**src/rtl/mm_sched_pkg.sv**
```systemverilog
// Shared types and constants for the blocked matrix-multiply job scheduler.
// Holds the FSM state enum, the dimension typedef and the N1/N2 log2 constants.
package mm_sched_pkg;

    localparam int N1_DEF           = 4;
    localparam int N2_DEF           = 4;
    localparam int MATRIXSIZE_W_DEF = 24;
    localparam int LOG2_N1          = $clog2(N1_DEF);
    localparam int LOG2_N2          = $clog2(N2_DEF);

    typedef logic [MATRIXSIZE_W_DEF-1:0] dim_t;

    typedef enum logic [2:0] {
        S_IDLE,
        S_DIV,
        S_CHECK,
        S_WAIT_LD,
        S_RUN,
        S_GAP,
        S_DRAIN
    } state_t;

    // States in which a drain completion belongs to the running job.
    function automatic logic in_job(state_t s);
        return (s == S_WAIT_LD) || (s == S_RUN) ||
               (s == S_GAP) || (s == S_DRAIN);
    endfunction

endpackage

```
**src/rtl/mm_cfg_div.sv**
```systemverilog
// Iterative subtract divider: one subtraction per cycle after start.
// Ports: start/dividend/divisor in; quotient/remainder/done out.
module mm_cfg_div #(
    parameter int W = 24
) (
    input  logic         clk,
    input  logic         rst,
    input  logic         start,
    input  logic [W-1:0] dividend,
    input  logic [W-1:0] divisor,
    output logic [W-1:0] quotient,
    output logic [W-1:0] remainder,
    output logic         done
);

    logic         busy_q;
    logic [W-1:0] div_q;
    logic [W-1:0] rem_q;
    logic [W-1:0] quo_q;
    logic         step;

    // A zero divisor never steps, so the divide ends in one cycle and
    // the zero field is rejected afterwards.
    assign step      = busy_q && (div_q != '0) && (rem_q >= div_q);
    assign done      = busy_q && !step;
    assign quotient  = quo_q;
    assign remainder = rem_q;

    always_ff @(posedge clk) begin
        if (rst) begin
            busy_q <= 1'b0;
            div_q  <= '0;
            rem_q  <= '0;
            quo_q  <= '0;
        end else if (start) begin
            busy_q <= 1'b1;
            div_q  <= divisor;
            rem_q  <= dividend;
            quo_q  <= '0;
        end else if (step) begin
            rem_q  <= rem_q - div_q;
            quo_q  <= quo_q + W'(1);
        end else if (done) begin
            busy_q <= 1'b0;
        end
    end

endmodule

```
**src/rtl/mm_block_sched.sv**
```systemverilog
// Job scheduler: validates a multiply descriptor, derives the datapath
// dimensions, then steps load/run/gap per column block and waits for drain.
// Ports: cfg_* handshake in, abort/blk_loaded/done_* in;
// start_multiply(_block), blk_idx, derived dims, job_done, cfg_err out.
module mm_block_sched
    import mm_sched_pkg::*;
#(
    parameter int N1           = N1_DEF,
    parameter int N2           = N2_DEF,
    parameter int MATRIXSIZE_W = MATRIXSIZE_W_DEF
) (
    input  logic                    clk,
    input  logic                    rst,
    input  logic                    cfg_valid,
    output logic                    cfg_ready,
    input  logic [MATRIXSIZE_W-1:0] cfg_M1,
    input  logic [MATRIXSIZE_W-1:0] cfg_M2,
    input  logic [MATRIXSIZE_W-1:0] cfg_M3,
    input  logic [MATRIXSIZE_W-1:0] cfg_BLOCK_WIDTH,
    input  logic                    abort,
    input  logic                    blk_loaded,
    input  logic                    done_read_control,
    input  logic                    done_multiply,
    output logic                    start_multiply,
    output logic                    start_multiply_block,
    output logic [MATRIXSIZE_W-1:0] blk_idx,
    output logic [MATRIXSIZE_W-1:0] BLOCKS,
    output logic [MATRIXSIZE_W-1:0] BLOCK_WIDTHdN2,
    output logic [MATRIXSIZE_W-1:0] BLOCK_SIZEdN2,
    output logic [MATRIXSIZE_W-1:0] M1xBLOCK_WIDTHdN1xN2,
    output logic [MATRIXSIZE_W-1:0] M1xBLOCK_WIDTHdN1,
    output logic [MATRIXSIZE_W-1:0] M1xM3dN1,
    output logic [MATRIXSIZE_W-1:0] M1dN1,
    output logic [MATRIXSIZE_W-1:0] M3dN2,
    output logic                    job_done,
    output logic                    cfg_err
);

    localparam int L1 = $clog2(N1);
    localparam int L2 = $clog2(N2);

    typedef logic [MATRIXSIZE_W-1:0] fld_t;

    localparam fld_t ONE    = MATRIXSIZE_W'(1);
    localparam fld_t N1_MSK = MATRIXSIZE_W'(N1 - 1);
    localparam fld_t N2_MSK = MATRIXSIZE_W'(N2 - 1);

    state_t state_q;
    state_t state_n;

    fld_t m1_q;
    fld_t m2_q;
    fld_t m3_q;
    fld_t bw_q;
    fld_t div_quo;
    fld_t div_rem;
    fld_t m2xbw;
    fld_t m1xbw;
    fld_t m1xm3;

    logic accept;
    logic div_done;
    logic cfg_ok;
    logic last_blk;
    logic drain_q;
    logic load_cfg;
    logic smb_n;
    logic sm_n;
    logic done_n;
    logic err_n;

    mm_cfg_div #(
        .W(MATRIXSIZE_W)
    ) u_div (
        .clk      (clk),
        .rst      (rst),
        .start    (accept),
        .dividend (cfg_M3),
        .divisor  (cfg_BLOCK_WIDTH),
        .quotient (div_quo),
        .remainder(div_rem),
        .done     (div_done)
    );

    assign accept = cfg_valid && cfg_ready;

    // Products wrap at the field width before the power-of-two divide.
    assign m2xbw = m2_q * bw_q;
    assign m1xbw = m1_q * bw_q;
    assign m1xm3 = m1_q * m3_q;

    assign cfg_ok = (m1_q != '0) && (m2_q != '0) &&
                    (m3_q != '0) && (bw_q != '0) &&
                    ((m1_q & N1_MSK) == '0) &&
                    ((m3_q & N2_MSK) == '0) &&
                    ((bw_q & N2_MSK) == '0) &&
                    (div_rem == '0);

    assign last_blk = (blk_idx + ONE) >= BLOCKS;

    always_ff @(posedge clk) begin
        if (rst) begin
            state_q <= S_IDLE;
        end else begin
            state_q <= state_n;
        end
    end

    always_comb begin
        state_n = state_q;
        if (abort && (state_q != S_IDLE)) begin
            state_n = S_IDLE;
        end else begin
            unique case (state_q)
                S_IDLE:    if (cfg_valid) state_n = S_DIV;
                S_DIV:     if (div_done) state_n = S_CHECK;
                S_CHECK:   state_n = cfg_ok ? S_WAIT_LD : S_IDLE;
                S_WAIT_LD: if (blk_loaded) state_n = S_RUN;
                S_RUN: begin
                    if (done_read_control)
                        state_n = last_blk ? S_DRAIN : S_GAP;
                end
                S_GAP:     state_n = S_WAIT_LD;
                S_DRAIN:   if (drain_q) state_n = S_IDLE;
                default:   state_n = S_IDLE;
            endcase
        end
    end

    always_comb begin
        cfg_ready = (state_q == S_IDLE);
        load_cfg  = (state_q == S_CHECK) && (state_n == S_WAIT_LD);
        smb_n     = (state_n == S_GAP);
        done_n    = (state_q == S_DRAIN) && drain_q && !abort;
        err_n     = (state_q == S_CHECK) && !cfg_ok && !abort;
        sm_n      = start_multiply;
        if (state_n == S_IDLE) begin
            sm_n = 1'b0;
        end else if (state_n == S_RUN) begin
            sm_n = 1'b1;
        end
    end

    always_ff @(posedge clk) begin
        if (rst) begin
            start_multiply       <= 1'b0;
            start_multiply_block <= 1'b0;
            job_done             <= 1'b0;
            cfg_err              <= 1'b0;
            blk_idx              <= '0;
            drain_q              <= 1'b0;
            m1_q                 <= '0;
            m2_q                 <= '0;
            m3_q                 <= '0;
            bw_q                 <= '0;
        end else begin
            start_multiply       <= sm_n;
            start_multiply_block <= smb_n;
            job_done             <= done_n;
            cfg_err              <= err_n;
            if (accept) begin
                blk_idx <= '0;
                m1_q    <= cfg_M1;
                m2_q    <= cfg_M2;
                m3_q    <= cfg_M3;
                bw_q    <= cfg_BLOCK_WIDTH;
            end else if (smb_n) begin
                blk_idx <= blk_idx + ONE;
            end
            // Sticky so a drain that finishes before the last block is
            // issued still releases DRAIN later.
            if (accept) begin
                drain_q <= 1'b0;
            end else if (in_job(state_q) && done_multiply) begin
                drain_q <= 1'b1;
            end
        end
    end

    always_ff @(posedge clk) begin
        if (rst) begin
            BLOCKS               <= '0;
            BLOCK_WIDTHdN2       <= '0;
            BLOCK_SIZEdN2        <= '0;
            M1xBLOCK_WIDTHdN1xN2 <= '0;
            M1xBLOCK_WIDTHdN1    <= '0;
            M1xM3dN1             <= '0;
            M1dN1                <= '0;
            M3dN2                <= '0;
        end else if (load_cfg) begin
            BLOCKS               <= div_quo;
            BLOCK_WIDTHdN2       <= bw_q >> L2;
            BLOCK_SIZEdN2        <= m2xbw >> L2;
            M1xBLOCK_WIDTHdN1xN2 <= m1xbw >> (L1 + L2);
            M1xBLOCK_WIDTHdN1    <= m1xbw >> L1;
            M1xM3dN1             <= m1xm3 >> L1;
            M1dN1                <= m1_q >> L1;
            M3dN2                <= m3_q >> L2;
        end
    end

endmodule

```
**config.mk**
```make
export PLATFORM = sky130hd
export DESIGN_NAME = mm_block_sched
export DESIGN_NICKNAME = d
export VERILOG_FILES = /design/src/rtl/mm_sched_pkg.sv /design/src/rtl/mm_cfg_div.sv /design/src/rtl/mm_block_sched.sv
export SDC_FILE = /design/constraint.sdc
export NUM_CORES = 2
export LEC_CHECK = 0
export ABC_CLOCK_PERIOD_IN_PS = 11300
export BUFFER_PORTS_ARGS = -buffer_cell sky130_fd_sc_hd__buf_2
export CORE_MARGIN = 2
export CORE_UTILIZATION = 30
export DETAILED_ROUTE_END_ITERATION = 10
export PLACE_DENSITY = 0.5
export SLEW_MARGIN = 20
export SYNTH_ARGS = -nofsm -noshare
export SYNTH_HDL_FRONTEND = slang
export SYNTH_HIERARCHICAL = 1
export SYNTH_SLANG_ARGS = --single-unit
```
**constraint.sdc**
```tcl
create_clock -name clk -period 11.3 [get_ports clk]
set_clock_uncertainty 0.2 [all_clocks]
set_input_delay 1.13 -clock clk [delete_from_list [all_inputs] [get_ports clk]]
set_output_delay 1.13 -clock clk [all_outputs]
set_load 0.02 [all_outputs]
```
==> impl_summary.md <==
Timing
The relative slew slack is 0.304. The max-slew violation total from the final report came to 0. Setup total negative slack on the finished layout was measured at 0 ns. For the finished layout, the period the worst path requires is 7.52 ns. Setup repair after global routing left no endpoint under its margin.

In the finished design, the share of the clock period the worst path needs comes to 0.665. Derived from the worst setup path, the maximum achievable clock frequency is between 100 and 150 MHz. The count of endpoints failing hold in the final timing report was 0. Setup violations remaining at the end of the flow were counted as 0. The slew at the pin closest to its max-slew limit is 1.04 ns.

Finish
The share of layout cells above drive strength 1 is 0.0909. At the end of the flow, the number of nets in the layout was between 6000 and 7000. After filler insertion, the fill cell instance count of the layout stands at 15400. The footprint of the flip-flops and latches is 0.00715 mm2. The multi-input combinational cells in the finished layout cover a total of 0.0313 mm2.

The area growth from synthesis to layout is 10.7%. After routing the design area is approximately 0.048 mm2. The post-route core utilization is 0.334.

Hold path
The path class of the tightest hold or removal check is reg -> reg.

Critical path
The signal on the critical path passes through buf_4, and2_1, fa_1, inv_1, fa_1, fa_1, fa_1, fa_1, inv_1, fa_1, inv_1, fa_1, inv_1, ha_1, a211oi_1, nand2_1, a211oi_1, nor3_1, o31ai_1, xnor2_1, nand2_1, a21oi_1. For this design, the slowest cell found on the critical path is sky130_fd_sc_hd__dfxtp_1. The worst path required time is between 10 and 15 ns. The arrival time of the worst setup path is 7.85 ns. The element type at the critical path start is a register. In this design, the critical path's most frequently occurring cell is sky130_fd_sc_hd__fa_1. STA classifies the critical path endpoint as a register.

The maximum fanout encountered on the critical timing path is 29. On the worst path, the slowest cell contributes a delay of roughly 0.83 ns. The class of the most critical setup path is reg -> reg.

Synth
The synthesized design contains 0 enable-type register cells. In the synthesized netlist the dominant register cell turns out to be sky130_fd_sc_hd__dfxtp_1. In the synthesized netlist, the number of instances is 5256. For this run, the register share of the synthesized area comes to 0.165.

sky130_fd_sc_hd__fa_1 takes more of the synthesized area than any other cell. A synthesized cell averages between 8 and 9 um2. The synthesis warning total is 6. Summing every instance area after synthesis gives approximately 0.043 mm2. Yosys attributes the largest share of cell area to sky130_fd_sc_hd__fa_1 (30%), sky130_fd_sc_hd__dfxtp_1 (16%), sky130_fd_sc_hd__ha_1 (8.5%).

In the synthesized netlist, the cells that appear most often are sky130_fd_sc_hd__nand2_1 (950), sky130_fd_sc_hd__inv_1 (926), sky130_fd_sc_hd__fa_1 (640). The fraction of post-synthesis cell area in the top cell type by area is 0.295. Counting distinct cell types in the post-synthesis netlist gives 90. The most frequently used cell type in the post-synthesis netlist is sky130_fd_sc_hd__nand2_1. The fraction of registers with async set/reset is 0. The flop and latch count out of synthesis is ~360.

CTS
The number of gates resized after CTS was 0. The hold buffer count at cts is 0. Clock-pin slew was measured on the worst setup and hold paths at roughly 0.070 ns. Counting along the longest clock path gives a buffer depth of 3. Buffers inserted during clock tree synthesis total 47. CTS placed an instance of sky130_fd_sc_hd__clkbuf_16 at the clock tree root. The depth of the CTS H-tree is 2. The clock reaches the later pin of the worst-skew pair after 0.67 ns.

TritonCTS built the clock tree. The number of setup buffers added after CTS is 0. The number of sinks on the clock net is 357.

Floorplanning
The die covers 0.148 mm2. The die is 384 um wide. The I/O pin count is ~320. The number of placement rows is 139. The die span in y is 384 um. The effective utilization at floorplan is 0.302. The total core area is between 0.1 and 0.15 mm2.

GRT
The leftover overflow at the end of global routing is 0. Entering global routing, the biggest net connects 98 pins. The number of antenna violations at the first check in global routing was 8. The total global routing track utilization is 0.189.

The via count of the first global-routing pass is between 30000 and 40000. The first global-routing pass estimated 216 mm of wire.

Place
The count of buffers from port buffering is approximately 310. Once placement finished, the instance area stood at 0.0464 mm2. After legalization and detailed placement, the total HPWL measured 103 mm. At the end of routability-driven placement, the weighted congestion stood at 0.850.

Routing
The number of DRC violations after detailed-routing iteration 0 is 1900. In this run the remaining antenna-violating nets after routing total 0. After detailed routing, the average wire length per cell comes to about 19 um. The routed via count divided by cell count is around 4.7. The overall via count from detail_route is 34100. After detailed routing, the total wire length is 138 mm. The length of the first detailed-routing pass in iterations is 10. The remaining design rule violation count is 28.

Pwr
The power density over cell area is between 90 and 100 mW/mm2. The overall power consumption is 4.36 mW. The largest voltage drop on the vdd net is 0.000103 V. In this run the static leakage power is 22.4 nW.

Job
Max-cap violations in this run came to 0.

Status
The run finished, with violations left. The final reports fail on design-rule violations.
[sequential cells by signal, summed over array words and instances (netlist names), 24 cells and up]
signal	cells
BLOCKS	24
blk_idx	24
bw_q	24
m1_q	24
m2_q	24
m3_q	24
u_div/div_q	24
u_div/quotient	24
u_div/remainder	24
[routing by layer]
| layer | wire [um] | global-route usage | vias up |
|---|---|---|---|
| met4 | 3490 | 0.0468 | 6 |
| met3 | 6290 | 0.0243 | 173 |
| met1 | 63700 | 0.260 | 17000 |
| met5 | 39 | 0 | - |
| met2 | 64100 | 0.313 | 778 |
| li1 | - | - | 16200 |
[where the power goes]
group          total, mW  switching [mW]  internal, mW
combinational       1.32           0.838         0.482
sequential          1.41           0.108          1.30
clock               1.63           0.686         0.943
total               4.36            1.63          2.73
[final timing paths]
path | startpoint | to | slack, ns | cells past startpoint
setup reg to reg | bw_q[3] | BLOCK_SIZEdN2[21] | 3.78 | 22
setup / recovery | bw_q[3] | BLOCK_SIZEdN2[21] | 3.78 | 22
hold reg to reg | BLOCK_SIZEdN2[5] | BLOCK_SIZEdN2[5] | 0.25 | 2
hold / removal | BLOCK_SIZEdN2[5] | BLOCK_SIZEdN2[5] | 0.25 | 2
[stage by stage]
stage / hold slack (ns) / worst slack (ns) / cells
floorplan: 0.232 / 4.64 / 5271
global placement: 0.241 / 3.98 / 7195
detailed placement: 0.243 / 3.85 / 7195
CTS: 0.249 / 3.78 / 7281
global route: 0.260 / 3.33 / 7282
finish: 0.247 / 3.78 / 7284
[worst max-delay path, delay by kind of cell, from the launching register on]
family	cells	cell delay, ns
buf+inv	5	0.73
simple gates	4	0.57
compound gates	4	1.19
flops	1	0.83
fa+ha+maj	8	3.70
xor+xnor	1	0.15
[layout make-up]
type / instances / share of cell area
diodes: 3 / 0.000156
clock buffers: 63 / 0.0274
clock inverters: 23 / 0.00703
inverters: 926 / 0.0724
multi-input cells: 3637 / 0.652
flip-flops and latches: 357 / 0.149
well taps: 1903 / 0.0496
repair buffers: 372 / 0.0423
[cells by family after synthesis]
logic type                 count (synthesis)  synth area share
and+or+nand+nor                         1860             0.208
buffers and inverters                   1277             0.115
adders and majority gates                936             0.381
AOI/OAI and AO/OA                        551            0.0745
DFF                                      357             0.165
xor gates and xnor gates                 239            0.0489
muxes                                     35           0.00836
other                                      1         0.0000864
[cells in the final DEF, fill, tap and decap left out, types with 11 or more instances in the layout]
cell type                   count
sky130_fd_sc_hd__nand2_1      949
sky130_fd_sc_hd__inv_1        925
sky130_fd_sc_hd__fa_1         640
sky130_fd_sc_hd__and2_1       500
sky130_fd_sc_hd__dfxtp_1      355
sky130_fd_sc_hd__a21oi_1      331
sky130_fd_sc_hd__buf_2        306
sky130_fd_sc_hd__ha_1         296
sky130_fd_sc_hd__xnor2_1      176
sky130_fd_sc_hd__nor2_1       132
sky130_fd_sc_hd__buf_4         65
sky130_fd_sc_hd__xor2_1        61
sky130_fd_sc_hd__o21ai_0       51
sky130_fd_sc_hd__clkbuf_16     47
sky130_fd_sc_hd__nand3_1       45
sky130_fd_sc_hd__nor4_1        40
sky130_fd_sc_hd__mux2i_1       34
sky130_fd_sc_hd__nor3_1        33
sky130_fd_sc_hd__a211oi_1      28
sky130_fd_sc_hd__a21o_1        27
sky130_fd_sc_hd__nand4_1       24
sky130_fd_sc_hd__o31ai_1       24
sky130_fd_sc_hd__and3_1        21
sky130_fd_sc_hd__or4_1         19
sky130_fd_sc_hd__nor2b_1       18
sky130_fd_sc_hd__conb_1        16
sky130_fd_sc_hd__or3_1         15
sky130_fd_sc_hd__nand2b_1      12
sky130_fd_sc_hd__o21a_1        12
sky130_fd_sc_hd__o211ai_1      11
sky130_fd_sc_hd__a31oi_1       11
Power figures use the tool's default switching activity.
